===== src/rtl/alu_pipe_pkg.sv =====
`default_nettype none
// ============================================================================
//  Module   : alu_pipe_pkg
//  Purpose  : Opcode encodings, FSM state encodings and overflow helper shared
//             by the execute-stage ALU and its bench.
//  Revision : 1.0  initial release
// ============================================================================
package alu_pipe_pkg;

    typedef enum logic [3:0] {
        ALU_OP_ADD  = 4'h0,
        ALU_OP_SUB  = 4'h1,
        ALU_OP_AND  = 4'h2,
        ALU_OP_OR   = 4'h3,
        ALU_OP_XOR  = 4'h4,
        ALU_OP_NOR  = 4'h5,
        ALU_OP_SLL  = 4'h6,
        ALU_OP_SRL  = 4'h7,
        ALU_OP_SRA  = 4'h8,
        ALU_OP_SLT  = 4'h9,
        ALU_OP_SLTU = 4'hA,
        ALU_OP_MOV  = 4'hB,
        ALU_OP_MUL  = 4'hD
    } alu_op_e;

    localparam logic [1:0] c_ST_IDLE = 2'd0;
    localparam logic [1:0] c_ST_MUL  = 2'd1;
    localparam logic [1:0] c_ST_DONE = 2'd2;

    // Signed overflow from operand/result sign bits; SUB overflows when the
    // operand signs differ and the result sign departs from the minuend.
    function automatic logic signed_ovf(input logic is_sub, input logic a_msb,
                                        input logic b_msb, input logic r_msb);
        if (is_sub)
            return (a_msb != b_msb) && (r_msb != a_msb);
        else
            return (a_msb == b_msb) && (r_msb != a_msb);
    endfunction

endpackage
`default_nettype wire


===== src/rtl/alu_pipe_if.sv =====
`default_nettype none
// ============================================================================
//  Module   : alu_pipe_if
//  Purpose  : Valid/ready request and result channels of the execute-stage ALU.
//  Revision : 1.0  initial release
// ============================================================================
interface alu_pipe_if #(
    parameter int WIDTH = 32,
    parameter int TAG_W = 5
);
    logic             in_valid;
    logic             in_ready;
    logic [3:0]       in_op;
    logic [WIDTH-1:0] in_a;
    logic [WIDTH-1:0] in_b;
    logic [TAG_W-1:0] in_tag;
    logic             out_valid;
    logic             out_ready;
    logic [WIDTH-1:0] out_res;
    logic             out_zero;
    logic             out_ovf;
    logic             out_err;
    logic [TAG_W-1:0] out_tag;
    logic             busy;

    modport master (
        output in_valid, in_op, in_a, in_b, in_tag, out_ready,
        input  in_ready, out_valid, out_res, out_zero, out_ovf, out_err, out_tag, busy
    );

    modport slave (
        input  in_valid, in_op, in_a, in_b, in_tag, out_ready,
        output in_ready, out_valid, out_res, out_zero, out_ovf, out_err, out_tag, busy
    );
endinterface
`default_nettype wire


===== src/rtl/alu_mul_iter.sv =====
`default_nettype none
// ============================================================================
//  Module   : alu_mul_iter
//  Purpose  : Radix-2 shift-add multiplier, one multiplier bit per cycle,
//             producing the low WIDTH bits of a*b.
//  Revision : 1.0  initial release
// ============================================================================
module alu_mul_iter #(
    parameter int WIDTH = 32
) (
    input  wire              clk,
    input  wire              rst,
    input  wire              i_start,
    input  wire [WIDTH-1:0]  i_a,
    input  wire [WIDTH-1:0]  i_b,
    output logic             o_done,
    output logic [WIDTH-1:0] o_product
);
    localparam int                 c_CNT_W = $clog2(WIDTH);
    localparam logic [c_CNT_W-1:0] c_LAST  = c_CNT_W'(WIDTH - 1);
    localparam logic [c_CNT_W-1:0] c_ONE   = c_CNT_W'(1);

    logic [c_CNT_W-1:0] r_cnt;
    logic               r_run;
    logic [WIDTH-1:0]   r_mcand;
    logic [WIDTH-1:0]   r_mplier;
    logic [WIDTH-1:0]   r_acc;

    // Bit 0 is folded into the start cycle, so r_cnt names the bit being added.
    // o_done marks the final add; the product is settled the cycle after.
    assign o_done    = r_run && (r_cnt == c_LAST);
    assign o_product = r_acc;

    always_ff @(posedge clk) begin
        if (rst) begin
            r_run    <= 1'b0;
            r_cnt    <= '0;
            r_mcand  <= '0;
            r_mplier <= '0;
            r_acc    <= '0;
        end else if (i_start) begin
            r_run    <= 1'b1;
            r_cnt    <= c_ONE;
            r_mcand  <= i_a << 1;
            r_mplier <= i_b >> 1;
            r_acc    <= i_b[0] ? i_a : '0;
        end else if (r_run) begin
            r_acc    <= r_acc + (r_mplier[0] ? r_mcand : '0);
            r_mcand  <= r_mcand << 1;
            r_mplier <= r_mplier >> 1;
            r_cnt    <= r_cnt + c_ONE;
            if (o_done)
                r_run <= 1'b0;
        end
    end
endmodule
`default_nettype wire


===== src/rtl/alu_pipe.sv =====
`default_nettype none
// ============================================================================
//  Module   : alu_pipe
//  Purpose  : Registered valid/ready execute-stage ALU with zero/overflow/error
//             flags. Define ALU_MUL_EN to add the iterative multiplier (0xD).
//  Revision : 1.0  initial release
// ============================================================================
module alu_pipe
    import alu_pipe_pkg::*;
#(
    parameter int WIDTH   = 32,
    parameter int SHAMT_W = $clog2(WIDTH),
    parameter int TAG_W   = 5
) (
    input  wire        clk,
    input  wire        rst,
    alu_pipe_if.slave  bus
);
    logic             r_out_valid;
    logic [WIDTH-1:0] r_res;
    logic             r_zero;
    logic             r_ovf;
    logic             r_err;
    logic [TAG_W-1:0] r_tag;

    logic               w_idle;
    logic               w_in_ready;
    logic               w_accept;
    logic               w_is_mul;
    logic               w_mul_wr;
    logic [WIDTH-1:0]   w_mul_prod;
    logic [TAG_W-1:0]   w_mul_tag;
    logic [SHAMT_W-1:0] w_sa;
    logic [WIDTH-1:0]   w_sum;
    logic [WIDTH-1:0]   w_diff;
    logic [WIDTH-1:0]   w_res;
    logic               w_ovf;
    logic               w_err;

    assign w_in_ready = w_idle && (!r_out_valid || bus.out_ready);
    assign w_accept   = bus.in_valid && w_in_ready;
    assign w_sa       = bus.in_a[SHAMT_W-1:0];
    assign w_sum      = bus.in_a + bus.in_b;
    assign w_diff     = bus.in_a - bus.in_b;

    always_comb begin
        w_res = '0;
        w_ovf = 1'b0;
        w_err = 1'b0;
        case (bus.in_op)
            ALU_OP_ADD: begin
                w_res = w_sum;
                w_ovf = signed_ovf(1'b0, bus.in_a[WIDTH-1], bus.in_b[WIDTH-1], w_sum[WIDTH-1]);
            end
            ALU_OP_SUB: begin
                w_res = w_diff;
                w_ovf = signed_ovf(1'b1, bus.in_a[WIDTH-1], bus.in_b[WIDTH-1], w_diff[WIDTH-1]);
            end
            ALU_OP_AND:  w_res = bus.in_a & bus.in_b;
            ALU_OP_OR:   w_res = bus.in_a | bus.in_b;
            ALU_OP_XOR:  w_res = bus.in_a ^ bus.in_b;
            ALU_OP_NOR:  w_res = ~(bus.in_a | bus.in_b);
            ALU_OP_SLL:  w_res = bus.in_b << w_sa;
            ALU_OP_SRL:  w_res = bus.in_b >> w_sa;
            ALU_OP_SRA:  w_res = $signed(bus.in_b) >>> w_sa;
            ALU_OP_SLT:  w_res = {{(WIDTH-1){1'b0}}, ($signed(bus.in_a) < $signed(bus.in_b))};
            ALU_OP_SLTU: w_res = {{(WIDTH-1){1'b0}}, (bus.in_a < bus.in_b)};
            ALU_OP_MOV:  w_res = bus.in_a;
            default:     w_err = 1'b1;
        endcase
    end

`ifdef ALU_MUL_EN
    logic [1:0]       r_state;
    logic [TAG_W-1:0] r_mul_tag;
    logic             w_mul_start;
    logic             w_mul_done;

    assign w_is_mul    = (bus.in_op == ALU_OP_MUL);
    assign w_mul_start = w_accept && w_is_mul;
    assign w_idle      = (r_state == c_ST_IDLE);
    assign w_mul_wr    = (r_state == c_ST_DONE);
    assign w_mul_tag   = r_mul_tag;
    assign bus.busy    = !w_idle;

    alu_mul_iter #(.WIDTH(WIDTH)) u_mul (
        .clk       (clk),
        .rst       (rst),
        .i_start   (w_mul_start),
        .i_a       (bus.in_a),
        .i_b       (bus.in_b),
        .o_done    (w_mul_done),
        .o_product (w_mul_prod)
    );

    always_ff @(posedge clk) begin
        if (rst) begin
            r_state   <= c_ST_IDLE;
            r_mul_tag <= '0;
        end else begin
            if (w_mul_start)
                r_mul_tag <= bus.in_tag;
            case (r_state)
                c_ST_IDLE: if (w_mul_start) r_state <= c_ST_MUL;
                c_ST_MUL:  if (w_mul_done)  r_state <= c_ST_DONE;
                c_ST_DONE: r_state <= c_ST_IDLE;
                default:   r_state <= c_ST_IDLE;
            endcase
        end
    end
`else
    assign w_is_mul   = 1'b0;
    assign w_idle     = 1'b1;
    assign w_mul_wr   = 1'b0;
    assign w_mul_prod = '0;
    assign w_mul_tag  = '0;
    assign bus.busy   = 1'b0;
`endif

    // A new result may overwrite the register in the same cycle the old one drains.
    always_ff @(posedge clk) begin
        if (rst) begin
            r_out_valid <= 1'b0;
            r_res       <= '0;
            r_zero      <= 1'b0;
            r_ovf       <= 1'b0;
            r_err       <= 1'b0;
            r_tag       <= '0;
        end else if (w_accept && !w_is_mul) begin
            r_out_valid <= 1'b1;
            r_res       <= w_res;
            r_zero      <= (w_res == '0);
            r_ovf       <= w_ovf;
            r_err       <= w_err;
            r_tag       <= bus.in_tag;
        end else if (w_mul_wr) begin
            r_out_valid <= 1'b1;
            r_res       <= w_mul_prod;
            r_zero      <= (w_mul_prod == '0);
            r_ovf       <= 1'b0;
            r_err       <= 1'b0;
            r_tag       <= w_mul_tag;
        end else if (r_out_valid && bus.out_ready) begin
            r_out_valid <= 1'b0;
        end
    end

    assign bus.in_ready  = w_in_ready;
    assign bus.out_valid = r_out_valid;
    assign bus.out_res   = r_res;
    assign bus.out_zero  = r_zero;
    assign bus.out_ovf   = r_ovf;
    assign bus.out_err   = r_err;
    assign bus.out_tag   = r_tag;
endmodule
`default_nettype wire


===== src/flat_wrapper.sv =====
// flat-port wrapper written by rule: the top's interface ports become plain ports
module alu_pipe_flat import alu_pipe_pkg::*;
#(
    parameter int WIDTH   = 32,
    parameter int SHAMT_W = $clog2(WIDTH),
    parameter int TAG_W   = 5
)
  (clk, rst, bus_in_valid, bus_in_op, bus_in_a, bus_in_b, bus_in_tag, bus_out_ready, bus_in_ready, bus_out_valid, bus_out_res, bus_out_zero, bus_out_ovf, bus_out_err, bus_out_tag, bus_busy);
  alu_pipe_if #(.WIDTH(WIDTH), .TAG_W(TAG_W)) bus_i ();
  input  wire clk;
  input  wire rst;
  input wire logic [$bits(bus_i.in_valid)-1:0] bus_in_valid;
  input wire logic [$bits(bus_i.in_op)-1:0] bus_in_op;
  input wire logic [$bits(bus_i.in_a)-1:0] bus_in_a;
  input wire logic [$bits(bus_i.in_b)-1:0] bus_in_b;
  input wire logic [$bits(bus_i.in_tag)-1:0] bus_in_tag;
  input wire logic [$bits(bus_i.out_ready)-1:0] bus_out_ready;
  output wire logic [$bits(bus_i.in_ready)-1:0] bus_in_ready;
  output wire logic [$bits(bus_i.out_valid)-1:0] bus_out_valid;
  output wire logic [$bits(bus_i.out_res)-1:0] bus_out_res;
  output wire logic [$bits(bus_i.out_zero)-1:0] bus_out_zero;
  output wire logic [$bits(bus_i.out_ovf)-1:0] bus_out_ovf;
  output wire logic [$bits(bus_i.out_err)-1:0] bus_out_err;
  output wire logic [$bits(bus_i.out_tag)-1:0] bus_out_tag;
  output wire logic [$bits(bus_i.busy)-1:0] bus_busy;
  assign bus_i.in_valid = bus_in_valid;
  assign bus_i.in_op = bus_in_op;
  assign bus_i.in_a = bus_in_a;
  assign bus_i.in_b = bus_in_b;
  assign bus_i.in_tag = bus_in_tag;
  assign bus_i.out_ready = bus_out_ready;
  assign bus_in_ready = bus_i.in_ready;
  assign bus_out_valid = bus_i.out_valid;
  assign bus_out_res = bus_i.out_res;
  assign bus_out_zero = bus_i.out_zero;
  assign bus_out_ovf = bus_i.out_ovf;
  assign bus_out_err = bus_i.out_err;
  assign bus_out_tag = bus_i.out_tag;
  assign bus_busy = bus_i.busy;
  alu_pipe #(.WIDTH(WIDTH), .SHAMT_W(SHAMT_W), .TAG_W(TAG_W)) u_core (.clk(clk), .rst(rst), .bus(bus_i));
endmodule

===== config.mk =====
export PLATFORM = sky130hd
export DESIGN_NAME = alu_pipe_flat
export DESIGN_NICKNAME = d
export VERILOG_FILES = /design/src/rtl/alu_pipe_pkg.sv /design/src/rtl/alu_pipe_if.sv /design/src/rtl/alu_mul_iter.sv /design/src/rtl/alu_pipe.sv /design/src/flat_wrapper.sv
export SDC_FILE = /design/constraint.sdc
export NUM_CORES = 1
export LEC_CHECK = 0
export CORE_MARGIN = 2
export CORE_UTILIZATION = 41
export CTS_BUF_LIST = sky130_fd_sc_hd__clkbuf_16
export DETAILED_ROUTE_END_ITERATION = 8
export SETUP_SLACK_MARGIN = 0.1
export SLEW_MARGIN = 20
export SYNTH_ARGS = -nofsm -noshare
export SYNTH_HDL_FRONTEND = slang
export SYNTH_SLANG_ARGS = --single-unit

===== constraint.sdc =====
create_clock -name clk -period 5.4 [get_ports clk]
set_clock_uncertainty 0.2 [all_clocks]
set_input_delay 0.54 -clock clk [delete_from_list [all_inputs] [get_ports clk]]
set_output_delay 0.54 -clock clk [all_outputs]
set_load 0.05 [all_outputs]

Yosys cells after proc, flatten, opt, wreduce, memory -nomap -nowiden
Cells that the tools add are included.
- register bits: 41
- input bits: 77
- output and inout bits: 43
- logic and storage cells: 47
- add/sub/neg operators: 2
- magnitude comparators: 2
- eq/ne operators: 15
- shift operators: 3
- mux-type cells: 5
- bitwise logic cells: 4
- reduce and logical (&&, ||, !) cells: 10
- operators by type and width (cell ; count):
    $pmux 32 s12 ; 1
    $lt 32x32->1 ; 2
    $add 32x32->32 ; 1
    $and 32x32->32 ; 1
    $logic_not 32->1 ; 1
    $not 32->32 ; 1
    $or 32x32->32 ; 1
    $shl 32x5->32 ; 1
    $shr 32x5->32 ; 1
    $sshr 32x5->32 ; 1
    $sub 32x32->32 ; 1
    $xor 32x32->32 ; 1
    $eq 4x3->1 const B ; 4
    $eq 4x4->1 const B ; 4
    $reduce_or 12->1 ; 1
    $eq 4x2->1 const B ; 2
    $eq 4x1->1 const B ; 1
    $logic_and 1x1->1 ; 4
    $logic_not 4->1 ; 1
    $mux 1 ; 3
    $ne 1x1->1 ; 3
    $pmux 1 s2 ; 1
    $reduce_bool 2->1 ; 1
    $eq 1x1->1 ; 1
    other kinds (2) ; 2

Depth between registers and ports, before layout
- depth after elaboration: 4
- mapped depth: 19
- depth with buffers taken out: 14

Worst setup path after synthesis
No wires, ideal clock.
- path type: input to register
- start: input port bus_in_a[0]
- end: register u_core.r_zero (netlist: u_core.bus.out_zero)
- setup time: 0.059 ns
- arrival time: 4.901 ns
- setup slack: 0.241 ns
- stages on the path: 19
- path buffers: 5
- cell sequence: buf_6 > buf_4 > buf_4 > buf_4 > clkbuf_1 > inv_1 > ha_1 > fa_1 > o21ba_2 > nor4_1 > o31a_1 > o2111ai_1 > a2111oi_0 > o41a_1 > mux2i_1 > a2111oi_2 > nand4_1 > nor4_1 > a31o_1
- longest elaborated chain between the ends: 4
- elaborated cells on any way between the ends: 13
- those cells by class: add/sub (2); order compare (2); shift (3); mux (1); bitwise (4); reduce/logical (1)
- RTL lines (what ; RTL line ; source):
    start, declared ; flat_wrapper.sv:14 ; input wire logic [$bits(bus_i.in_a)-1:0] bus_in_a;
    branches (longest 2 deep; another with $sub 32x32->32) ; -- ;
    $pmux 32 s12 (*) ; alu_pipe.sv:50 ; case (bus.in_op)
    $logic_not 32->1 (*) ; alu_pipe.sv:132 ; r_zero <= (w_res == '0);
    end signal, assigned ; alu_pipe.sv:132 ;
    end signal, assigned ; alu_pipe.sv:139 ; r_zero <= (w_mul_prod == '0);
    end, declared ; alu_pipe.sv:21 ; logic r_zero;
Mark *: on every way between the ends.
A chain may end at the register's enable or synchronous reset.

Worst setup path after layout
- start: input port bus_in_b[1]
- end: register u_core.r_zero (netlist: u_core.bus.out_zero)
- longest elaborated chain between the ends: 4
- elaborated cells on any way between the ends: 13
- those cells by class: add/sub (2); order compare (2); shift (3); mux (1); bitwise (4); reduce/logical (1)
- RTL lines (what ; RTL line ; source):
    start, declared ; flat_wrapper.sv:15 ; input wire logic [$bits(bus_i.in_b)-1:0] bus_in_b;
    branches (longest 2 deep; another with $sub 32x32->32) ; -- ;
    $pmux 32 s12 (*) ; alu_pipe.sv:50 ;
    $logic_not 32->1 (*) ; alu_pipe.sv:132 ;
Marks and branches as above.

==> reports/results.ini <==
[cts]
cts_tree = done
clockBufferDepth = 2
cts.sinks = 41
clock-root-buffer = clkbuf_16
clk_latency_ns = 0.29
htreeDepth = 2
clk_pin_slew_ns = 0.07
cts_setup_buffers = 0
numCtsBuffers = 5

[hold_path]
min_to = u_core.bus.out_err$_SDFFE_PP0P_
hp-start = u_core.bus.out_err$_SDFFE_PP0P_
min_path_type = register to register
whs_path_depth = 2

[yosys]
synthMuxAreaShare = 0.154
synth-async-reset-ratio = 0
netlist-cell-type-count = 93
synthXorXnorAreaFrac = 0.00671
yosys.area_share.simple = 0.241
synth_fp_nets = 1851
syn-cell-area_sq_um = 11800
synth_top_family_by_area = compound AO/OA/AOI/OAI gates
yosysWarningCount = 0
avgSynthCellArea_sq_um = 7.03
synth_edf_count = 0
synthAdderAreaFrac = 0.111
synth_compound_area_frac = 0.337
synth_ff_type = dfxtp_1
seq_area_frac_synth = 0.0698
ys_seq_elements = 41
synthCells = 1671

[placed_design]
hpwl_um = 49800
numPortBuffers = 118
gp_congestion = 1.04

[timing]
maxSlewViolCount = 0
fin_setup_tns_ns = 0
setup_violations = 0
hold_viol_final = 0
relSlewSlack = 0.225
worst_slew_pin_slew_ns = 1.16
finalCritPeriodShare = 0.924
period_needed_ns = 4.99
hold_ws_ns = 0.254
grt_setup_unrepaired = no
max_freq_mhz = 200

[outcome]
status = complete, no violations

[detailed_routing]
drcViolationCount = 0
vias_per_cell = 6.86
antenna_left = 0
post_drt_wl_per_cell_um = 28.6
first_pass_iters = 7
drtIter0Drc = 2383
vias = 14888
totalWireLength_um = 62100

[cells_and_area]
final_common_cell = nor2_1
antenna_cells = 0
finalNetCount = 1970
drive_gt1_frac = 0.127
synthToLayoutAreaGrowth_pct = 19.4
final_cell_mix = 171 x nor2_1, 167 x nand2_1, 126 x buf_4, 120 x a21oi_1, 113 x clkdlybuf4s50_1

[power]
power_leakage_nw = 5.67
power_density_nw_per_um2 = 152
peakVddDrop_v = 0.000142
total_power_mw = 2.13

[global_route]
overflow = 0
grt_max_degree = 55
grt_pass1_wl_um = 91900
grt_use_total = 0.401
grt_pass1_vias = 13737
antenna_found_initial = 2

[setup_path]
critical_path_class = input port to register
crit_required_ns = 5.44
r2r_cells = 12
cp_data_arrival_time_ns = 5.03
r2r_slack_ns = 1.89
critical_path_peak_fanout = 8
startpoint_type = input port
regToRegStartpoint = u_core.bus.out_valid$_SDFFE_PP0P_
timing.rr.end = u_core.bus.out_zero$_SDFFE_PP0P_
cp-end-kind = register

[floorplan]
rows = 61
die_x_um = 173
ios = 120
die_area_sq_um = 30000
start_util = 0.420
core_area_sq_um = 28000
die_y_um = 173

[run]
drv_cap = 0

==> power by group <==
part	switching, mW	leakage [nW]	internal (mW)
clock network	0.126	0.0712	0.170
logic	0.960	5.26	0.533
registers	0.0128	0.339	0.327
==> Yosys cell counts, types with 10 or more instances <==
cell / n / area [sq um]
nor2_1: 171 / 642
nand2_1: 167 / 627
a21oi_1: 120 / 601
ha_1: 101 / 1260
clkbuf_1: 100 / 375
inv_1: 97 / 364
o21ai_0: 77 / 385
mux2i_1: 57 / 571
nand3_1: 55 / 275
a211oi_1: 53 / 398
mux4_2: 45 / 1010
nor3_1: 42 / 210
dfxtp_1: 41 / 821
o211ai_1: 36 / 270
a22oi_1: 25 / 188
a31oi_1: 23 / 144
nor4_1: 22 / 138
nor2b_1: 21 / 131
nand2b_1: 19 / 119
o31ai_1: 19 / 143
mux2_2: 17 / 191
nand4_1: 17 / 106
buf_2: 16 / 80.1
a221oi_1: 15 / 131
o21a_1: 15 / 113
o22ai_1: 15 / 93.8
a21o_1: 13 / 97.6
and2_1: 13 / 81.3
o21ai_1: 13 / 65.1
o221ai_1: 13 / 114
buf_1: 12 / 45.0
a221o_1: 11 / 110
a211o_1: 10 / 87.6
a32oi_1: 10 / 87.6
==> cell type report <==
| cell class | instances | area [sq um] |
|---|---|---|
| multi-input cells | 1393 | 10000 |
| flip-flops and latches | 41 | 821 |
| fillers | 2898 | 14000 |
| repair buffers | 247 | 2180 |
| clock buffers | 5 | 125 |
| inverters | 102 | 383 |
| well taps | 378 | 473 |
| clock inverters | 3 | 17.5 |
==> registers in the layout, indices dropped and copies added (netlist names) <==
register,cells
u_core.bus.out_err,1
u_core.bus.out_ovf,1
u_core.bus.out_res,32
u_core.bus.out_tag,5
u_core.bus.out_valid,1
u_core.bus.out_zero,1
==> metal layers <==
metal	track usage	routed length, um	vias to the layer above
met4	0.213	4150	4
met5	0	23	-
met3	0.0816	6430	190
met1	0.536	25100	7091
li1	-	-	6591
met2	0.606	26400	1012
==> worst max-delay path, cell delays in order <==
cell	delay, ns
clkdlybuf4s50_1	0.67
inv_1	0.16
ha_1	0.35
nor2_1	0.08
o311ai_1	0.37
buf_4	0.22
a31oi_1	0.14
o31ai_1	0.62
o21bai_1	0.21
a2111oi_0	0.44
o311ai_1	0.28
a211oi_1	0.31
nand4_1	0.16
nor4_1	0.29
a31o_1	0.17
==> worst max path at each step <==
stage | slack [ns] | cells past startpoint | startpoint | to
3_3_place_gp | 0.27 | 15 | bus_in_b[1] | u_core.bus.out_zero$_SDFFE_PP0P_
4_1_cts | 0.54 | 15 | bus_in_b[1] | u_core.bus.out_zero$_SDFFE_PP0P_
5_1_grt | 0.10 | 15 | bus_in_b[1] | u_core.bus.out_zero$_SDFFE_PP0P_
2_1_floorplan | 0.24 | 19 | bus_in_a[0] | u_core.bus.out_zero$_SDFFE_PP0P_
6_report | 0.41 | 15 | bus_in_b[1] | u_core.bus.out_zero$_SDFFE_PP0P_
3_5_place_dp | 0.26 | 15 | bus_in_b[1] | u_core.bus.out_zero$_SDFFE_PP0P_
==> logic make-up (layout without fill, tap and decap cells) <==
kind of cell             count (synthesis)  count (layout)
adder cells (fa/ha/maj)                103             103
AND/OR/NAND/NOR                        589             589
multiplexers                           121             121
flip-flops                              41              41
other                                    1               1
XOR/XNOR                                 9               9
buffers and inverters                  237             357
AO/OA/AOI/OAI                          570             570
==> per-stage QoR <==
| stage | worst slack [ns] | std cells | instance area, sq um | utilization |
|---|---|---|---|---|
| after floorplan | 0.241 | 1671 | 11800 | - |
| after global placement | 0.269 | 2161 | 13900 | 0.496 |
| after detailed placement | 0.259 | 2161 | 13900 | 0.496 |
| after CTS | 0.539 | 2169 | 14000 | 0.501 |
| after global routing | 0.102 | 2169 | 14000 | 0.501 |
| final | 0.411 | 2169 | 14000 | 0.501 |
==> what timing repair did <==
action,CTS,global route
resized for setup,0,1
setup endpoints to repair,0,1
endpoints found under the hold margin,0,0
hold buffers,0,0
Note: power is estimated with default switching activity, not from simulation.
